<file path="src/rtl/rx_credit_buffer_pkg.sv">
// Shared SpaceWire constants for the receive credit path: FCT quantum, credit ceiling,
// N-char codes and the FCT request state encoding.
package rx_credit_buffer_pkg;

  localparam int NCHAR_W     = 9;
  localparam int FCT_QUANTUM = 8;
  localparam int MAX_CREDIT  = 56;
  localparam int CRED_W      = $clog2(MAX_CREDIT + 1);

  localparam logic [NCHAR_W-1:0] EOP = 9'd256;
  localparam logic [NCHAR_W-1:0] EEP = 9'd257;

  typedef enum logic {
    FCT_IDLE = 1'b0,
    FCT_REQ  = 1'b1
  } fct_state_t;

endpackage

</file>
<file path="src/rtl/rx_credit_buffer_if.sv">
// Receive-side bundle between the SpaceWire decoder/TX flow control and the credit buffer.
// slave is the buffer's view, master is the surrounding link logic.
interface rx_credit_buffer_if #(
  parameter int AW = 6
);

  logic                                     rx_data_valid;
  logic [rx_credit_buffer_pkg::NCHAR_W-1:0] rx_data_flag;
  logic                                     fct_enable;
  logic                                     fct_sent;
  logic                                     fct_send_req;
  logic [rx_credit_buffer_pkg::NCHAR_W-1:0] rx_data_out;
  logic                                     rx_data_ready;
  logic                                     rx_data_take;
  logic                                     rx_credit_error;
  logic [AW:0]                              fifo_count;

  modport slave (
    input  rx_data_valid, rx_data_flag, fct_enable, fct_sent, rx_data_take,
    output fct_send_req, rx_data_out, rx_data_ready, rx_credit_error, fifo_count
  );

  modport master (
    output rx_data_valid, rx_data_flag, fct_enable, fct_sent, rx_data_take,
    input  fct_send_req, rx_data_out, rx_data_ready, rx_credit_error, fifo_count
  );

endinterface

</file>
<file path="src/rtl/rx_credit_buffer_fifo.sv">
// Show-ahead synchronous FIFO; pointers carry one extra wrap bit so full and empty
// are told apart by occupancy rather than by pointer equality.
module spw_sync_fifo #(
  parameter int DEPTH = 64,
  parameter int AW    = 6,
  parameter int W     = 9
) (
  input  logic          i_clk,
  input  logic          i_rst,
  input  logic          i_wr_en,
  input  logic [W-1:0]  i_wr_data,
  input  logic          i_rd_en,
  output logic [W-1:0]  o_rd_data,
  output logic          o_empty,
  output logic          o_full,
  output logic [AW:0]   o_count
);

  logic [W-1:0] r_mem [DEPTH];
  logic [AW:0]  r_wptr;
  logic [AW:0]  r_rptr;
  logic         w_push;
  logic         w_pop;

  assign o_count = r_wptr - r_rptr;
  assign o_empty = (o_count == '0);
  assign o_full  = (o_count == (AW+1)'(DEPTH));
  assign w_push  = i_wr_en & ~o_full;
  assign w_pop   = i_rd_en & ~o_empty;

  always_ff @(posedge i_clk) begin
    if (i_rst) begin
      r_wptr <= '0;
      r_rptr <= '0;
    end else begin
      if (w_push) r_wptr <= r_wptr + 1'b1;
      if (w_pop)  r_rptr <= r_rptr + 1'b1;
    end
  end

  // Storage is deliberately left out of reset; the empty gate below hides stale data.
  always_ff @(posedge i_clk) begin
    if (w_push) r_mem[r_wptr[AW-1:0]] <= i_wr_data;
  end

  assign o_rd_data = o_empty ? '0 : r_mem[r_rptr[AW-1:0]];

endmodule

</file>
<file path="src/rtl/rx_credit_buffer.sv">
// Receive N-char buffer with SpaceWire FCT credit accounting and FCT request handshake.
// FCT_IDLE: waiting for 8 free, uncommitted slots | FCT_REQ: FCT requested, awaiting fct_sent
module rx_credit_buffer
  import rx_credit_buffer_pkg::*;
#(
  parameter int DEPTH = 64,
  parameter int AW    = 6
) (
  input  logic                 posedge_clk,
  input  logic                 rx_reset,
  rx_credit_buffer_if.slave    bus
);

  fct_state_t        r_state;
  fct_state_t        w_state_next;
  logic [CRED_W-1:0] r_cred_cnt;
  logic              r_credit_error;
  logic              w_fct_accept;
  logic              w_cred_dec;
  logic              w_room;
  logic              w_cred_ok;
  logic [AW+1:0]     w_committed;
  logic              w_empty;
  logic              w_full;

  spw_sync_fifo #(
    .DEPTH (DEPTH),
    .AW    (AW),
    .W     (NCHAR_W)
  ) u_fifo (
    .i_clk     (posedge_clk),
    .i_rst     (rx_reset),
    .i_wr_en   (bus.rx_data_valid),
    .i_wr_data (bus.rx_data_flag),
    .i_rd_en   (bus.rx_data_take),
    .o_rd_data (bus.rx_data_out),
    .o_empty   (w_empty),
    .o_full    (w_full),
    .o_count   (bus.fifo_count)
  );

  assign bus.rx_data_ready = ~w_empty;

  // Slots already spoken for: stored chars plus chars the far end may still send.
  assign w_committed = {1'b0, bus.fifo_count} + (AW+2)'(r_cred_cnt);
  assign w_room      = (w_committed + (AW+2)'(FCT_QUANTUM)) <= (AW+2)'(DEPTH);
  assign w_cred_ok   = r_cred_cnt <= CRED_W'(MAX_CREDIT - FCT_QUANTUM);
  assign w_cred_dec  = bus.rx_data_valid & (r_cred_cnt != '0);

  always_ff @(posedge posedge_clk) begin
    if (rx_reset) r_state <= FCT_IDLE;
    else          r_state <= w_state_next;
  end

  always_comb begin
    w_state_next     = r_state;
    bus.fct_send_req = 1'b0;
    w_fct_accept     = 1'b0;
    case (r_state)
      FCT_IDLE: begin
        if (bus.fct_enable && w_room && w_cred_ok) w_state_next = FCT_REQ;
      end
      FCT_REQ: begin
        bus.fct_send_req = 1'b1;
        if (bus.fct_sent) begin
          w_state_next = FCT_IDLE;
          w_fct_accept = 1'b1;
        end
      end
      default: w_state_next = FCT_IDLE;
    endcase
    if (!bus.fct_enable) begin
      w_state_next = FCT_IDLE;
      w_fct_accept = 1'b0;
    end
  end

  always_ff @(posedge posedge_clk) begin
    if (rx_reset || !bus.fct_enable) begin
      r_cred_cnt <= '0;
    end else begin
      case ({w_fct_accept, w_cred_dec})
        2'b10:   r_cred_cnt <= r_cred_cnt + CRED_W'(FCT_QUANTUM);
        2'b11:   r_cred_cnt <= r_cred_cnt + CRED_W'(FCT_QUANTUM - 1);
        2'b01:   r_cred_cnt <= r_cred_cnt - 1'b1;
        default: r_cred_cnt <= r_cred_cnt;
      endcase
    end
  end

  always_ff @(posedge posedge_clk) begin
    if (rx_reset)                                         r_credit_error <= 1'b0;
    else if (bus.rx_data_valid && (r_cred_cnt == '0))     r_credit_error <= 1'b1;
  end

  assign bus.rx_credit_error = r_credit_error;

endmodule

</file>
<file path="src/flat_wrapper.sv">
// flat-port wrapper written by rule: the top's interface ports become plain ports
module rx_credit_buffer_flat import rx_credit_buffer_pkg::*;
#(
  parameter int DEPTH = 64,
  parameter int AW    = 6
)
  (posedge_clk, rx_reset, bus_rx_data_valid, bus_rx_data_flag, bus_fct_enable, bus_fct_sent, bus_rx_data_take, bus_fct_send_req, bus_rx_data_out, bus_rx_data_ready, bus_rx_credit_error, bus_fifo_count);
  rx_credit_buffer_if #(.AW(AW)) bus_i ();
  input  logic posedge_clk;
  input  logic rx_reset;
  input wire logic [$bits(bus_i.rx_data_valid)-1:0] bus_rx_data_valid;
  input wire logic [$bits(bus_i.rx_data_flag)-1:0] bus_rx_data_flag;
  input wire logic [$bits(bus_i.fct_enable)-1:0] bus_fct_enable;
  input wire logic [$bits(bus_i.fct_sent)-1:0] bus_fct_sent;
  input wire logic [$bits(bus_i.rx_data_take)-1:0] bus_rx_data_take;
  output wire logic [$bits(bus_i.fct_send_req)-1:0] bus_fct_send_req;
  output wire logic [$bits(bus_i.rx_data_out)-1:0] bus_rx_data_out;
  output wire logic [$bits(bus_i.rx_data_ready)-1:0] bus_rx_data_ready;
  output wire logic [$bits(bus_i.rx_credit_error)-1:0] bus_rx_credit_error;
  output wire logic [$bits(bus_i.fifo_count)-1:0] bus_fifo_count;
  assign bus_i.rx_data_valid = bus_rx_data_valid;
  assign bus_i.rx_data_flag = bus_rx_data_flag;
  assign bus_i.fct_enable = bus_fct_enable;
  assign bus_i.fct_sent = bus_fct_sent;
  assign bus_i.rx_data_take = bus_rx_data_take;
  assign bus_fct_send_req = bus_i.fct_send_req;
  assign bus_rx_data_out = bus_i.rx_data_out;
  assign bus_rx_data_ready = bus_i.rx_data_ready;
  assign bus_rx_credit_error = bus_i.rx_credit_error;
  assign bus_fifo_count = bus_i.fifo_count;
  rx_credit_buffer #(.DEPTH(DEPTH), .AW(AW)) u_core (.posedge_clk(posedge_clk), .rx_reset(rx_reset), .bus(bus_i));
endmodule
</file>
<file path="config.mk">
export PLATFORM = sky130hd
export DESIGN_NAME = rx_credit_buffer_flat
export DESIGN_NICKNAME = d
export VERILOG_FILES = /design/src/rtl/rx_credit_buffer_pkg.sv /design/src/rtl/rx_credit_buffer_if.sv /design/src/rtl/rx_credit_buffer_fifo.sv /design/src/rtl/rx_credit_buffer.sv /design/src/flat_wrapper.sv
export SDC_FILE = /design/constraint.sdc
export NUM_CORES = 1
export LEC_CHECK = 0
export BUFFER_PORTS_ARGS = -buffer_cell sky130_fd_sc_hd__buf_2
export CAP_MARGIN = 20
export CORE_UTILIZATION = 56
export DETAILED_ROUTE_END_ITERATION = 8
export PLACE_DENSITY = 0.82
export RECOVER_POWER = 50
export SYNTH_ARGS = -nofsm -noshare
export SYNTH_HDL_FRONTEND = slang
export SYNTH_HIERARCHICAL = 1
export SYNTH_SLANG_ARGS = --single-unit
</file>
<file path="constraint.sdc">
create_clock -name posedge_clk -period 3.42 [get_ports posedge_clk]
set_input_delay 0.684 -clock posedge_clk [delete_from_list [all_inputs] [get_ports posedge_clk]]
set_output_delay 0.684 -clock posedge_clk [all_outputs]
set_load 0.01 [all_outputs]
</file>
======== Word-level counts from Yosys, hierarchy flattened ========
Memory sizes are Yosys's and may differ from the RTL's. A register that Yosys moved wholly into a read port is not among the register bits.
Cells that the tools add are included.
word-level totals
  bits of input ports ..................... 15
  memories ................................ 1
  register bits ........................... 22
  RAM bits ................................ 576
memories
  memory               depth  bits a word  read ports  clocked after Yosys merged registers in  write ports  RTL line                     source
  u_core.u_fifo.r_mem  64     9            1           1                                        1            rx_credit_buffer_fifo.sv:19  logic [W-1:0] r_mem [DEPTH];
cells by class
  multiplexer cells ....................... 13
  bitwise gates (word level) .............. 7
  $add $sub $neg .......................... 8
  reductions and logical operators ........ 10
  equal/unequal tests ..................... 4
  $lt $le $gt $ge ......................... 2
operator list
  cell                                                                   count
  6-bit one-hot mux with 3 select lines                                  1
  7-bit by 1-bit adder with 7-bit output, second input constant          2
  6-bit two-way mux                                                      2
  9-bit two-way mux                                                      1
  7-bit by 6-bit adder with 8-bit output                                 1
  8-bit by 4-bit adder with 8-bit output, second input constant          1
  8-bit by 7-bit <= comparator with 1-bit output, second input constant  1
  1-bit two-way mux                                                      8
  7-bit equality test, second input constant                             1
  7-bit logical NOT                                                      1
  7-bit subtractor                                                       1
  6-bit by 3-bit adder with 6-bit output, second input constant          1
  6-bit by 4-bit adder with 6-bit output, second input constant          1
  6-bit <= comparator, second input constant                             1
  6-bit logical NOT                                                      1
  6-bit nonzero test                                                     1
  6-bit by 1-bit subtractor with 6-bit output, second input constant     1
  2-bit equality test, second input constant                             2
  1-bit inverter                                                         4
  1-bit bitwise AND                                                      3
  1-bit logical AND                                                      3
  3-bit nonzero test                                                     1
  2-bit by 1-bit equality test with 1-bit output, second input constant  1
  1-bit one-hot mux with 2 select lines                                  1
  3 further kinds                                                        3

======== Depth between registers and ports, before layout ========
  word-level depth ........................ 8
  depth in mapped cells ................... 14
  mapped depth without buffers ............ 14

======== Cells and area by module ========
The synthesis kept the hierarchy.
by module, submodules not included
  module            times used  sequential area each (um2)  cells an instance  area an instance (um2)
  spw_sync_fifo     1           17,697.0                    1,138              23,420.0
  rx_credit_buffer  1           160.2                       103                870.8

======== Worst setup path after synthesis ========
No wires, ideal clock.
  path type ............................... flip-flop to flip-flop
  start point ............................. register u_core.u_fifo.r_rptr[2]
  end point ............................... memory u_core.u_fifo.r_mem[11][0], enable pin
  required time ........................... 3.021 ns
  clock period less this slack ............ 3.595 ns
  cell stages (with the launch flop) ...... 12
  data arrival time ....................... 3.196 ns
  path slack .............................. -0.175 ns
  buffers on the path ..................... 3
  cell sequence ........................... dfxtp_1 -> inv_1 -> ha_1 -> o21ai_0 -> a21oi_1 -> o311ai_1 -> or4b_1 -> buf_4 -> nor2_8 -> buf_6 -> buf_6 -> nor4_1
between the ends
  longest elaborated chain between the ends .. 6
RTL lines
  item                                     RTL line                     source
  start: declaration                       rx_credit_buffer_fifo.sv:21  logic [AW:0] r_rptr;
  start signal: assignment                 rx_credit_buffer_fifo.sv:37  if (w_pop) r_rptr <= r_rptr + 1'b1;
  7-bit subtractor                         rx_credit_buffer_fifo.sv:25  assign o_count = r_wptr - r_rptr;
  net bus_fifo_count[5]                    flat_wrapper.sv:20           output wire logic [$bits(bus_i.fifo_count)-1:0] bus_fifo_count;
  7-bit equality test                      rx_credit_buffer_fifo.sv:27  assign o_full = (o_count == (AW+1)'(DEPTH));
  net u_core.w_full                        rx_credit_buffer.sv:24       logic w_full;
  1-bit inverter                           rx_credit_buffer_fifo.sv:28  assign w_push = i_wr_en & ~o_full;
  1-bit bitwise AND                        rx_credit_buffer_fifo.sv:28
  1-bit two-way mux                        rx_credit_buffer_fifo.sv:43  if (w_push) r_mem[r_wptr[AW-1:0]] <= i_wr_data;
  1-bit two-way mux (not written as such)  rx_credit_buffer_fifo.sv:43
  end: declaration                         rx_credit_buffer_fifo.sv:19
The timed path passes the listed nets, and every way through them passes these cells.

======== Final worst setup path ========
  start point ............................. register u_core.u_fifo.r_rptr[2]
  end point ............................... output port bus_rx_data_out[3]
between the ends
  longest elaborated chain between the ends .. 3
RTL lines
  item                RTL line                     source
  7-bit subtractor    rx_credit_buffer_fifo.sv:25
  7-bit logical NOT   rx_credit_buffer_fifo.sv:26  assign o_empty = (o_count == '0);
  net u_core.w_empty  rx_credit_buffer.sv:23       logic w_empty;
  9-bit two-way mux   rx_credit_buffer_fifo.sv:46  assign o_rd_data = o_empty ? '0 : r_mem[r_rptr[AW-1:0]];
  end: declaration    flat_wrapper.sv:17           output wire logic [$bits(bus_i.rx_data_out)-1:0] bus_rx_data_out;
The timed path passes the listed nets, and every way through them passes these cells.

==> run summary <==
Among all stages on the critical path, the largest delay is contributed by sky130_fd_sc_hd__or4b_4. The fraction of registers with async set or reset after synthesis is 0. The endpoint required time on the critical path is around 2.7 ns.

The overall track demand over capacity in global routing is 0.2776. The die is approximately 210 microns tall. Clock latency on the worst-skew pair, taken at its later pin, is 0.60 ns. The run finished, with violations left. The count of nets left with antenna violations once routing finished came out at 0. The number of antenna repair diodes is 0. The transition at the pin with the smallest max-transition slack is 2.647 ns. In this run the worst path has a maximum fanout of 5. The number of cells traversed by the worst hold path came out at 2. 34 I/O pins were placed. The clock tree synthesis step divided the H-tree into 2 levels.

Buffers placed on the I/O ports in this run total 33. In this run the worst hold path is classified as input pin to flop. The cell family contributing the most delay on the critical path is simple AND/OR/NAND/NOR gates. The number of distinct standard cells referenced by the synthesized netlist came out at 59. The via count of the first global-routing pass came out at 13630. The average detailed-routed wire length per instance is between 20 and 30 microns.

The peak ir drop on the vdd network came out at between 0.0005 and 0.0006 V. In this run the most critical hold path is launched from bus_fct_sent. The initial utilization of the core area, before any placement, comes to 0.5740. The endpoint identified for the worst register-to-register timing path is u_core/u_fifo/r_mem[27][5]$_DFFE_PP_. In the synthesized netlist, the number of instances is 1241. The most used flip-flop cell after synthesis is sky130_fd_sc_hd__edfxtp_1. The post-synthesis register bit count is 604. In this design, the stage delay of the slowest critical-path cell is 0.60 ns. The share of cells above drive strength 1 came out at 0.3398. The tree built by TritonCTS fans out to between 600 and 700 sinks.

The destination of the worst hold path is u_core/r_state$_SDFF_PP0_. Counting every net in the synthesized netlist gives 1283. The setup path with the least slack is of type flop to output pin. The number of buffers created by CTS came out at between 50 and 60. Entering global routing, the biggest net connects 65 pins.

The pre-antenna-repair detailed-routing pass consisted of 7 iterations. The final worst-path cycle share is 1.115. The detailed router finished its first iteration with just over 2000 violations.

The worst slew margin relative to its limit came out at -0.7645. The area enclosed by the die boundary is ~44000 sq um. The number of synthesized flops with an enable pin came out at between 500 and 600.

In this run the critical register-to-register path is launched from u_core/u_fifo/r_rptr[2]$_SDFFE_PP0P_. After global routing the overflow that remains totals 0. The maximum clock rate came out at around 260 MHz. The number of buffers and inverters on the critical path is 3. The number of nets in the final layout is between 1000 and 1500. The tree is rooted in a sky130_fd_sc_hd__clkbuf_16. Across all register-to-register paths, the minimum setup slack is -0.09 ns. After legalization and detailed placement, the total HPWL measured approximately 35 mm. The initial antenna violation count is 1. The sort of element at the start of the critical path is a flop. The area of the mapped netlist is roughly 24000 sq um. The site row count came out at 75. The floorplan core area came out at about 42000 sq um.

The final critical-path required period came out at between 3 and 4 ns. The final wirelength is between 60 and 70 mm. The remaining design rule violation count came out at 0.

Setup violations remaining at the end of the flow were counted as 70. Overall power consumption after layout is estimated at roughly 19000 uW. The hold violation total from the final report came to 0.

The total power density per cell area is approximately 660 nW/um^2. The yosys synthesis warning count is 6. Between clock sinks in the finished design, the worst skew comes to about 0.023 ns. The proportion of synthesized chip area in sequential cells came out at 0.7351. The most critical setup path has its startpoint at u_core/u_fifo/r_rptr[2]$_SDFFE_PP0P_.

The die span in x is ~210 microns. The final worst-path setup slack came out at -0.3919 ns. After clock tree synthesis, the clock-pin slew on the worst setup and hold paths is roughly 0.060 ns.

Traced cell by cell, the critical path runs through inv_1, ha_1, o21ai_2, a2111o_1, o311ai_2, or4b_4, nor2_4, buf_6, nor3_4, buf_2. The max-slew violation count is roughly 280. The number of max-cap violations is 6. Counting along the longest clock path gives a buffer depth of 3.

TritonCTS built the clock tree. The first global-routing pass estimated 88.58 mm of wire. STA puts the critical path data arrival time at 3.13 ns. The mean instance size in the synthesized netlist came out at ~20 sq um.

The static power due to leakage came out at approximately 0.0090 uW. The detailed-route vias per instance is 6.651. The placement-stage worst setup slack came out at -0.1935 ns. From synthesis to final layout, the design area changed by 16.90%.

The overall via count from detail_route is 13510. The checks that failed: capacitance limit, slew limit, setup timing. Setup repair after global routing could not meet its margin everywhere.

The routability congestion estimate from global placement came out at between 0.8 and 0.9. The depth of the worst register-to-register path came out at 11. The worst setup path is captured at an output pin.
-- final cells by class --
type	count	area [sq um]
inverter	28	105.1
timing repair buffer	172	1413
tap	577	721.9
fill	2550	13930
sequential	604	17880
clock inverter	23	195.2
multi-input combinational	542	6451
clock buffer	85	1634
-- where the power goes --
group	switching (uW)	leakage, uW	total, uW	internal [uW]
sequential	92.5	0.00541	8270	8180
combinational	2210	0.00272	4310	2100
clock	2650	0.000884	6170	3530
total	4950	0.00901	18800	13800
-- repair_timing --
| item | 4_1_cts | 5_1_grt |
|---|---|---|
| pin swaps | 13 | 13 |
| cloned | 5 | 1 |
| setup buffers | 14 | 8 |
| resized for setup | 65 | 37 |
| setup endpoints to repair | 269 | 398 |
| hold buffers | 0 | 0 |
-- how the worst max path moves through the flow --
| stage | endpoint | slack [ns] | depth (start not counted) |
|---|---|---|---|
| CTS | bus_rx_data_out[4] | -0.30 | 8 |
| floorplan | u_core/u_fifo/r_mem[11][0]$_DFFE_PP_ | -0.18 | 11 |
| finish | bus_rx_data_out[3] | -0.39 | 10 |
| global route | bus_rx_data_out[3] | -0.47 | 10 |
| global placement | u_core/u_fifo/r_mem[25][6]$_DFFE_PP_ | 0.06 | 12 |
| detailed placement | u_core/u_fifo/r_mem[25][6]$_DFFE_PP_ | -0.19 | 10 |
-- per-layer routing --
layer  GRT usage  up-vias  wire [microns]
met2      0.4611      950           30300
li1            -     5427               -
met3     0.05959      192            5858
met1      0.3665     6938           22090
met5           0        -              13
met4     0.09690        2            2518
-- synth_stat cells (3+ instances only) --
cell type,instances,area share
sky130_fd_sc_hd__nor4_1,10,0.0026
sky130_fd_sc_hd__mux4_2,154,0.14
sky130_fd_sc_hd__o21ai_0,11,0.0023
sky130_fd_sc_hd__nand4_1,5,0.0013
sky130_fd_sc_hd__nor2b_1,7,0.0018
sky130_fd_sc_hd__buf_6,3,0.0014
sky130_fd_sc_hd__dfxtp_1,28,0.023
sky130_fd_sc_hd__mux2i_1,18,0.0074
sky130_fd_sc_hd__a211oi_1,17,0.0053
sky130_fd_sc_hd__o211ai_1,3,0.00093
sky130_fd_sc_hd__nor3_1,30,0.0062
sky130_fd_sc_hd__and3_1,3,0.00077
sky130_fd_sc_hd__mux2_2,3,0.0014
sky130_fd_sc_hd__a22oi_1,35,0.011
sky130_fd_sc_hd__xor2_1,5,0.0018
sky130_fd_sc_hd__or4b_1,3,0.0012
sky130_fd_sc_hd__nand3_1,15,0.0031
sky130_fd_sc_hd__nor2_1,78,0.012
sky130_fd_sc_hd__nand3b_1,3,0.00093
sky130_fd_sc_hd__edfxtp_1,576,0.71
sky130_fd_sc_hd__clkbuf_1,29,0.0045
sky130_fd_sc_hd__and2_1,3,0.00077
sky130_fd_sc_hd__a21oi_1,29,0.0060
sky130_fd_sc_hd__or3_1,7,0.0018
sky130_fd_sc_hd__or2_2,3,0.00077
sky130_fd_sc_hd__buf_4,3,0.00093
sky130_fd_sc_hd__xnor2_1,8,0.0029
sky130_fd_sc_hd__nand2_1,26,0.0040
sky130_fd_sc_hd__ha_1,25,0.013
sky130_fd_sc_hd__buf_2,18,0.0037
sky130_fd_sc_hd__inv_1,27,0.0042
sky130_fd_sc_hd__or4_1,3,0.00093
sky130_fd_sc_hd__nand2b_1,6,0.0015
sky130_fd_sc_hd__buf_1,14,0.0022
-- flip-flops by register name, summed over array words and instances (netlist names), named ones only --
name	cells
u_core/r_cred_cnt	6
u_core/u_fifo/r_mem	576
u_core/u_fifo/r_wptr	7
u_core/r_state	1
u_core/bus.rx_credit_error	1
u_core/u_fifo/r_rptr	7
-- stage by stage --
| stage | utilization | TNS (ns) | instances | area, sq um | hold slack, ns |
|---|---|---|---|---|---|
| 3_5_place_dp | 0.6120 | -6.686 | 1891 | 25900 | 0.4948 |
| 5_1_grt | 0.6710 | -23.70 | 2031 | 28400 | 0.3334 |
| 2_1_floorplan | - | -10.43 | 1241 | 24340 | 0.4635 |
| 3_3_place_gp | 0.6117 | 0 | 1890 | 25890 | 0.4702 |
| 4_1_cts | 0.6663 | -2.716 | 2018 | 28200 | 0.3381 |
| 6_report | 0.6710 | -5.691 | 2031 | 28400 | 0.3441 |
-- logic make-up (layout without fill, tap and decap cells) --
kind of cell / Yosys count / in the layout / share of synthesized area
flops: 604 / 604 / 0.7351
xor+xnor: 13 / 13 / 0.004687
compound gates: 116 / 116 / 0.03358
buf+inv: 95 / 308 / 0.01700
simple gates: 210 / 210 / 0.04301
fa+ha+maj: 27 / 27 / 0.01453
mux: 176 / 176 / 0.1521
-- placed cells by master (no fill, tap or decap), types with 21 or more instances in the layout --
| cell | n |
|---|---|
| sky130_fd_sc_hd__edfxtp_1 | 576 |
| sky130_fd_sc_hd__mux4_2 | 154 |
| sky130_fd_sc_hd__buf_4 | 108 |
| sky130_fd_sc_hd__clkbuf_16 | 60 |
| sky130_fd_sc_hd__nor2_1 | 58 |
| sky130_fd_sc_hd__clkbuf_1 | 42 |
| sky130_fd_sc_hd__a22oi_1 | 33 |
| sky130_fd_sc_hd__inv_1 | 24 |
| sky130_fd_sc_hd__nand2_1 | 24 |
| sky130_fd_sc_hd__a21oi_1 | 21 |
| sky130_fd_sc_hd__ha_1 | 21 |
No activity file was read; power rests on OpenSTA's default activity.
